===== src/rtl/ftq_multi_commit.sv =====
// Fetch target queue between BPU and IFU: wrap-bit pointers, youngest-entry override with IFU rewind,
// multi-slot in-order commit, backend flush. Zero-latency read mux; bpu_ready_o drops only when full.
module ftq_multi_commit #(
   parameter int DEPTH        = 8,
   parameter int ADDR_WIDTH   = 32,
   parameter int LEN_WIDTH    = 3,
   parameter int COMMIT_WIDTH = 2,
   localparam int ID_W        = $clog2(DEPTH) + 1
) (
   input  logic                    clk,
   input  logic                    rst,
   input  logic                    bpu_valid_i,
   input  logic [ADDR_WIDTH-1:0]   bpu_pc_i,
   input  logic [LEN_WIDTH-1:0]    bpu_len_i,
   input  logic                    bpu_taken_i,
   output logic                    bpu_ready_o,
   input  logic                    bpu_ovr_valid_i,
   input  logic [ADDR_WIDTH-1:0]   bpu_ovr_pc_i,
   input  logic [LEN_WIDTH-1:0]    bpu_ovr_len_i,
   input  logic                    bpu_ovr_taken_i,
   output logic                    ifu_valid_o,
   output logic [ADDR_WIDTH-1:0]   ifu_pc_o,
   output logic [LEN_WIDTH-1:0]    ifu_len_o,
   output logic                    ifu_taken_o,
   output logic [ID_W-1:0]         ifu_ftq_id_o,
   input  logic                    ifu_ready_i,
   output logic                    ifu_redirect_o,
   input  logic [COMMIT_WIDTH-1:0] commit_mask_i,
   input  logic                    flush_i,
   input  logic [ID_W-1:0]         flush_id_i,
   output logic [ID_W-1:0]         count_o
);

   localparam int IDX_W = ID_W - 1;

   typedef struct packed {
      logic                  vld;
      logic [ADDR_WIDTH-1:0] pc;
      logic [LEN_WIDTH-1:0]  len;
      logic                  taken;
   } entry_t;

   entry_t          r_mem [DEPTH];
   logic [ID_W-1:0] r_bpu_ptr;
   logic [ID_W-1:0] r_ifu_ptr;
   logic [ID_W-1:0] r_comm_ptr;
   logic            r_redirect;

   entry_t          w_rd;
   entry_t          w_enq_ent;
   entry_t          w_ovr_ent;
   logic [ID_W-1:0] w_count;
   logic            w_full;
   logic            w_ptr_ne;
   logic            w_ifu_vld;
   logic            w_fire;
   logic            w_enq;
   logic            w_ovr;
   logic            w_rewind;
   logic [ID_W-1:0] w_ovr_ptr;
   logic [ID_W-1:0] w_flush_nxt;
   logic [ID_W-1:0] w_flush_span;
   logic [ID_W-1:0] w_ifu_nxt;
   logic [ID_W-1:0] w_bpu_nxt;
   logic [ID_W-1:0] w_ifu_off;
   logic [ID_W-1:0] w_nxt_off;
   logic [ID_W-1:0] w_pop;
   logic [ID_W-1:0] w_lim;
   logic [ID_W-1:0] w_n;
   logic [DEPTH-1:0] w_flush_kill;
   logic [DEPTH-1:0] w_comm_kill;
   logic [IDX_W-1:0] w_rel;
   logic [IDX_W-1:0] w_slot;

   assign w_count      = r_bpu_ptr - r_comm_ptr;
   assign w_full       = (w_count == ID_W'(DEPTH));
   assign w_rd         = r_mem[r_ifu_ptr[IDX_W-1:0]];
   assign w_ptr_ne     = (r_ifu_ptr != r_bpu_ptr);
   assign w_ifu_vld    = w_ptr_ne & w_rd.vld;
   assign w_fire       = ifu_ready_i & w_ifu_vld;
   assign w_enq        = bpu_valid_i & ~w_full;
   assign w_ovr        = bpu_ovr_valid_i & (w_count != '0);
   assign w_ovr_ptr    = r_bpu_ptr - ID_W'(1);
   assign w_flush_nxt  = flush_id_i + ID_W'(1);
   assign w_flush_span = r_bpu_ptr - w_flush_nxt;
   assign w_enq_ent    = {1'b1, bpu_pc_i, bpu_len_i, bpu_taken_i};
   assign w_ovr_ent    = {1'b1, bpu_ovr_pc_i, bpu_ovr_len_i, bpu_ovr_taken_i};

   // Rewind when the overridden entry is already with the IFU or leaves for it this cycle.
   assign w_rewind = w_ovr & ~flush_i & (~w_ptr_ne | (w_fire & (r_ifu_ptr == w_ovr_ptr)));

   always_comb begin
      w_ifu_nxt = r_ifu_ptr;
      if (flush_i)
         w_ifu_nxt = w_flush_nxt;
      else if (w_rewind)
         w_ifu_nxt = w_ovr_ptr;
      else if (w_fire)
         w_ifu_nxt = r_ifu_ptr + ID_W'(1);
   end

   assign w_bpu_nxt = flush_i ? w_flush_nxt : r_bpu_ptr + ID_W'(w_enq);
   assign w_ifu_off = r_ifu_ptr - r_comm_ptr;
   assign w_nxt_off = w_ifu_nxt - r_comm_ptr;

   // Commit never passes the IFU pointer, including where it lands after a flush or rewind.
   always_comb begin
      w_pop = '0;
      for (int k = 0; k < COMMIT_WIDTH; k++)
         w_pop = w_pop + ID_W'(commit_mask_i[k]);
      w_lim = (w_nxt_off < w_ifu_off) ? w_nxt_off : w_ifu_off;
      w_n   = (w_pop < w_lim) ? w_pop : w_lim;
   end

   always_comb begin
      w_flush_kill = '0;
      w_comm_kill  = '0;
      w_rel        = '0;
      w_slot       = '0;
      for (int i = 0; i < DEPTH; i++) begin
         w_rel           = IDX_W'(i) - w_flush_nxt[IDX_W-1:0];
         w_flush_kill[i] = flush_i & ({1'b0, w_rel} < w_flush_span);
      end
      for (int k = 0; k < COMMIT_WIDTH; k++) begin
         w_slot = r_comm_ptr[IDX_W-1:0] + IDX_W'(k);
         if (ID_W'(k) < w_n)
            w_comm_kill[w_slot] = 1'b1;
      end
   end

   always_ff @(posedge clk) begin
      if (rst) begin
         r_bpu_ptr  <= '0;
         r_ifu_ptr  <= '0;
         r_comm_ptr <= '0;
         r_redirect <= 1'b0;
         for (int i = 0; i < DEPTH; i++)
            r_mem[i] <= '0;
      end else begin
         r_bpu_ptr  <= w_bpu_nxt;
         r_ifu_ptr  <= w_ifu_nxt;
         r_comm_ptr <= r_comm_ptr + w_n;
         r_redirect <= w_rewind;
         if (!flush_i) begin
            if (w_enq)
               r_mem[r_bpu_ptr[IDX_W-1:0]] <= w_enq_ent;
            if (w_ovr)
               r_mem[w_ovr_ptr[IDX_W-1:0]] <= w_ovr_ent;
         end
         for (int i = 0; i < DEPTH; i++)
            if (w_flush_kill[i] || w_comm_kill[i])
               r_mem[i].vld <= 1'b0;
      end
   end

   assign bpu_ready_o    = ~w_full;
   assign ifu_valid_o    = w_ifu_vld;
   assign ifu_pc_o       = w_rd.pc;
   assign ifu_len_o      = w_rd.len;
   assign ifu_taken_o    = w_rd.taken;
   assign ifu_ftq_id_o   = r_ifu_ptr;
   assign ifu_redirect_o = r_redirect;
   assign count_o        = w_count;

`ifndef SYNTHESIS
   logic [ID_W-1:0] w_flush_off;
   assign w_flush_off = flush_id_i - r_comm_ptr;

   always_ff @(posedge clk) begin
      if (!rst && flush_i)
         assert (w_flush_off < w_count)
            else $error("ftq_multi_commit: flush_id_i outside the live range");
   end
`endif

endmodule


===== config.mk =====
export PLATFORM = sky130hd
export DESIGN_NAME = ftq_multi_commit
export DESIGN_NICKNAME = d
export VERILOG_FILES = /design/src/rtl/ftq_multi_commit.sv
export SDC_FILE = /design/constraint.sdc
export NUM_CORES = 1
export LEC_CHECK = 0
export ABC_CLOCK_PERIOD_IN_PS = 15350
export CAP_MARGIN = 20
export CORE_MARGIN = 3
export CORE_UTILIZATION = 50
export CTS_CLUSTER_SIZE = 16
export DETAILED_ROUTE_END_ITERATION = 10
export PLACE_DENSITY = 0.7
export SETUP_SLACK_MARGIN = 0.3
export SYNTH_ARGS = -nofsm -noshare
export SYNTH_HDL_FRONTEND = slang
export SYNTH_SLANG_ARGS = --single-unit
export TNS_END_PERCENT = 50

===== constraint.sdc =====
create_clock -name clk -period 15.35 [get_ports clk]
set_input_delay 3.07 -clock clk [delete_from_list [all_inputs] [get_ports clk]]
set_output_delay 3.07 -clock clk [all_outputs]
set_load 0.05 [all_outputs]

# [Word level (Yosys, flattened, before mapping)]
# Memories as Yosys holds them, arrays and structs flattened. A register that Yosys moved wholly into a read port is not among the register bits.
# Index checks and enable logic that the tools add are counted.
[totals] in_bits=84 reg_bits=13 mem_count=1 word_cells=249 ramBits=296 out_inout_bits=47
[memory_table] memory="r_mem" words=8 word_bits=37 rd=1 rd_ports_with_merged_regs=1 write_ports=10 line="43" source="entry_t r_mem [DEPTH];"
[classes] n_reduce_logical=11 n_lt_le_gt_ge=16 add_sub_neg=19 bitwise_logic=124 n_eq_ne=19 mux=55
[ops] operator="bitwise AND 1 bit" n=63
[ops] operator="equality test 3 bit, second input constant" n=16
[ops] operator="two-way mux 1 bit" n=44
[ops] operator="inverter 1 bit" n=35
[ops] operator="< comparator 3 x 4 -> 1 bit" n=8
[ops] operator="two-way mux 4 bit" n=6
[ops] operator="bitwise AND 1 bit, second input constant" n=16
[ops] operator="two-way mux 8 bit" n=2
[ops] operator="subtractor 4 bit" n=4
[ops] operator="subtractor 3 bit, first input constant" n=4
[ops] operator="bitwise OR 1 bit" n=9
[ops] operator="adder 4 x 1 -> 4 bit, second input constant" n=2
[ops] operator="logical OR 1 bit" n=8
[ops] operator="< comparator 1 x 4 -> 1 bit, first input constant" n=2
[ops] operator="< comparator 3 x 4 -> 1 bit, second input constant" n=2
[ops] operator="bitwise OR 8 bit" n=1
[ops] operator="demux 1 bit (select 3 bit)" n=2
[ops] operator="greater-or-equal comparator 3 x 1 -> 1 bit, second input constant" n=2
[ops] operator="subtractor 1 x 3 -> 3 bit, first input constant" n=2
[ops] operator="subtractor 2 x 3 -> 3 bit, first input constant" n=2
[ops] operator="adder 4 x 1 -> 4 bit" n=1
[ops] operator="adder 4 bit" n=1
[ops] operator="equality test 4 bit" n=1
[ops] operator="equality test 4 bit, second input constant" n=1
[ops] operator="9 further kinds" n=10

# [Longest topological paths before layout]
[depth] depth_word=31 mapped_depth=33 depth_no_buf=31

# [Least setup slack after synthesis]
# No wires, ideal clock.
[synth_timing] kind="input -> register" from="input port flush_id_i[0]" to="register r_comm_ptr[3]" required_time_ns=15.222 path_stages=27 arrival_time_ns=8.080 n_path_buf=2 slack_ns=7.142 cell_sequence="clkbuf_1 -> inv_1 -> ha_1 -> inv_1 -> mux2i_1 -> inv_1 -> ha_1 -> a21o_1 -> a21oi_1 -> xor2_1 -> xnor2_1 -> ha_1 -> o21ba_2 -> nor2_1 -> o21a_1 -> or2_2 -> ha_1 -> nand2_1 -> o31ai_1 -> a21oi_1 -> o211ai_4 -> buf_4 -> ha_1 -> a21o_1 -> a21oi_1 -> xor2_1 -> nor2_1"
[synth_via] elab_chain_cells=8
[synth_lines] element="start: declaration" line="30" source="input logic [ID_W-1:0] flush_id_i,"
[synth_lines] element="adder 4 x 1 -> 4 bit (*)" line="84" source="assign w_flush_nxt = flush_id_i + ID_W'(1);"
[synth_lines] element="two-way mux 4 bit (*)" line="94" source="if (flush_i)"
[synth_lines] element="via w_ifu_nxt[1]" line="63" source="logic [ID_W-1:0] w_ifu_nxt;"
[synth_lines] element="subtractor 4 bit (*)" line="104" source="assign w_nxt_off = w_ifu_nxt - r_comm_ptr;"
[synth_lines] element="< comparator 4 bit" line="111" source="w_lim = (w_nxt_off < w_ifu_off) ? w_nxt_off : w_ifu_off;"
[synth_lines] element="two-way mux 4 bit (*)" line="111"
[synth_lines] element="< comparator 2 x 4 -> 1 bit" line="112" source="w_n = (w_pop < w_lim) ? w_pop : w_lim;"
[synth_lines] element="two-way mux 4 bit (*)" line="112"
[synth_lines] element="adder 4 bit (*)" line="142" source="r_comm_ptr <= r_comm_ptr + w_n;"
[synth_lines] element="end signal: assignment" line="142"
[synth_lines] element="end: declaration" line="46" source="logic [ID_W-1:0] r_comm_ptr;"
# Mark *: on every way through the listed nets, which the timed path passes. The rest lies on a longest branch.
# A chain may end at the register's enable or synchronous reset.

==> run summary <==
total clock buffers created by CTS -> 34
antenna violations before repair -> 3
GRT Total Usage -> 26.21%
CP required -> 15.72 ns
Max clock buf depth -> 3
Initial Util -> 51.23%
postcts setup bufs -> 0
post-CTS sizing -> 0
CTS tree -> built
Synth-to-Final Area Change -> 15.43%
pwr dens -> 145.4 nW/um^2
die area -> 35830 sq um
Critical Path Fanout Max -> 13
CTS root buf -> clkbuf_16
residual DRC count -> 0
Worst Path Arrival -> 9.41 ns
RSZ-0062 raised after global routing -> no
Top delay family on crit path -> compound AO/OA/AOI/OAI gates
Placer Congestion -> 0.9059
Buf/Inv on CP -> 4
layout cells sized above 1 -> 17.80%
Synth Instances -> 1211
final WL -> 47390 um
Fmax -> 0.1106 GHz
Filler cells -> 2577
Cell Area, Synth -> 16800 sq um
final hold violation count -> 0
first-pass GRT wire length -> 71620 um
status -> completed
Mapped Nets -> 1342
LEAKAGE -> 6.952 nW
max_slew headroom -> 32.90%
Least-Margin Pin Slew -> 1.007 ns
yosys warns -> 0
# rows -> 66
first-iteration detailed-routing DRC count -> 1189
Vias/cell -> 6.732
TritonRoute pass-1 iters -> 5
Most common cell on crit path -> ha_1
ys async rst share -> 0%
fin nets -> 1370
Port Buffers -> 130
grt ovf -> 0
Syn Area/Cell -> 13.87 sq um
Final Max Tran Viols -> 0
Reg clk slew, reported paths -> 0.06 ns
Tcrit/Tclk final -> 58.88%
commonest non-fill, non-tap cells in the layout -> a22o_1, edfxtp_1, clkdlybuf4s50_1
number of distinct library cells after synthesis -> 67
# IOs -> 131
clock sink total -> 309
hold crit path type -> flip-flop to flip-flop
maxcap violations -> 0
fin crit period -> 9.038 ns
Worst-Skew Late Latency -> 0.52 ns
depth of the CTS H-tree -> 2
HPWL Detailed -> 25610 um
register area share after synthesis -> 53.99%
Primary FF master, synth -> edfxtp_1
Die Height -> 189.3 um
Chip Width -> 189.3 um
average wire per standard cell -> 27.76 um
CP max stage cell -> clkdlybuf4s50_1
synthesized flop and latch total -> 309
pre-CTS setup slack -> 5.858 ns
vias -> 11.49k
post-route antenna net violation count -> 0
Core Footprint -> 32780 sq um
final setup TNS -> 0 ns
slowest stage delay, CP -> 0.62 ns
element type at the critical path end -> flip-flop
CP Class -> primary input to flip-flop
Post-CTS Hold Buffers -> 0
final setup fails -> 0
vias in the first global route -> 11.89k
startpoint types -> primary input
Final Worst Setup Slack -> 6.312 ns
Worst Skew -> 0.01594 ns
number of enable flip-flop cells after synthesis -> 288
maximum vdd drop -> 0.2041 mV
largest net degree at the start of global routing -> 61
power by group:
part	leakage, nW	switching, mW	internal [mW]
combinational	3.30	0.607	0.411
clock	0.498	0.325	0.438
sequential	3.16	0.0450	0.994
worst reg2reg max path, delay by kind of cell (launching register included):
kind	cells	cell delay, ns
compound gates	11	2.77
simple gates	7	1.34
fa+ha+maj	4	1.30
xor+xnor	4	0.96
flops	1	0.92
buf+inv	2	0.50
mux	2	0.42
stage by stage:
step | cell area [sq um] | hold WS (ns) | instances | utilization (%) | power (mW)
4_1_cts | 19360 | 0.5001 | 1705 | 59.07 | 2.816
6_report | 19390 | 0.5067 | 1707 | 59.14 | 2.819
2_1_floorplan | 16800 | 0.4616 | 1211 | - | 1.814
3_3_place_gp | 18350 | 0.4948 | 1644 | 55.97 | 2.042
5_1_grt | 19390 | 0.5361 | 1707 | 59.14 | 2.950
3_5_place_dp | 18350 | 0.4851 | 1644 | 55.97 | 2.065
state kept, by name, summed over array words and instances, names as in the netlist:
name / flops
ifu_ftq_id_o: 4
r_mem: 296
r_comm_ptr: 4
ifu_redirect_o: 1
r_bpu_ptr: 4
final timing paths:
check | startpoint | to | slack (ns) | cells past startpoint
min | r_mem[4][36] | r_mem[4][36] | 0.51 | 2
max | flush_id_i[0] | r_mem[6][36] | 6.31 | 26
max reg2reg | r_bpu_ptr[1] | r_mem[6][36] | 7.02 | 30
min reg2reg | r_mem[4][36] | r_mem[4][36] | 0.51 | 2
cell type report:
cell class / instances / area, sq um / share of cell area [%]
Timing Repair Buffer: 159 / 1531 / 7.899
Sequential cell: 309 / 9077 / 46.82
Clock inverter: 14 / 95.09 / 0.4905
Inverter: 37 / 138.9 / 0.7164
Tap cell: 442 / 553.0 / 2.853
Multi-Input combinational cell: 698 / 7068 / 36.46
Clock buffer: 47 / 920.9 / 4.750
Antenna cell: 1 / 2.502 / 0.01291
synth_stat cells, types with 17 or more instances:
cell type | n | share of area [%]
mux2_2 | 37 | 2.5
nand2_1 | 17 | 0.38
clkbuf_1 | 80 | 1.8
a22o_1 | 288 | 15
buf_1 | 83 | 1.9
xor2_1 | 19 | 0.99
edfxtp_1 | 288 | 51
a21oi_1 | 20 | 0.60
ha_1 | 41 | 3.1
mux4_2 | 74 | 9.9
nor2_1 | 32 | 0.72
inv_1 | 34 | 0.76
dfxtp_1 | 21 | 2.5
cells by family after synthesis:
kind of cell / share of synthesized area, %
buffers and inverters: 4.604
xor gates and xnor gates: 1.773
and+or+nand+nor: 3.918
other: 0.02233
muxes: 12.88
AOI/OAI and AO/OA: 19.04
DFF: 53.99
adders and majority gates: 3.769
per-layer routing:
layer / vias up / wire (um) / GRT usage, %
met5: - / 27 / 0
met4: 4 / 1386 / 9.013
met3: 124 / 4355 / 4.906
met2: 632 / 23010 / 43.13
met1: 5822 / 18610 / 35.32
li1: 4909 / - / -
No activity file was read; power rests on OpenSTA's default activity.
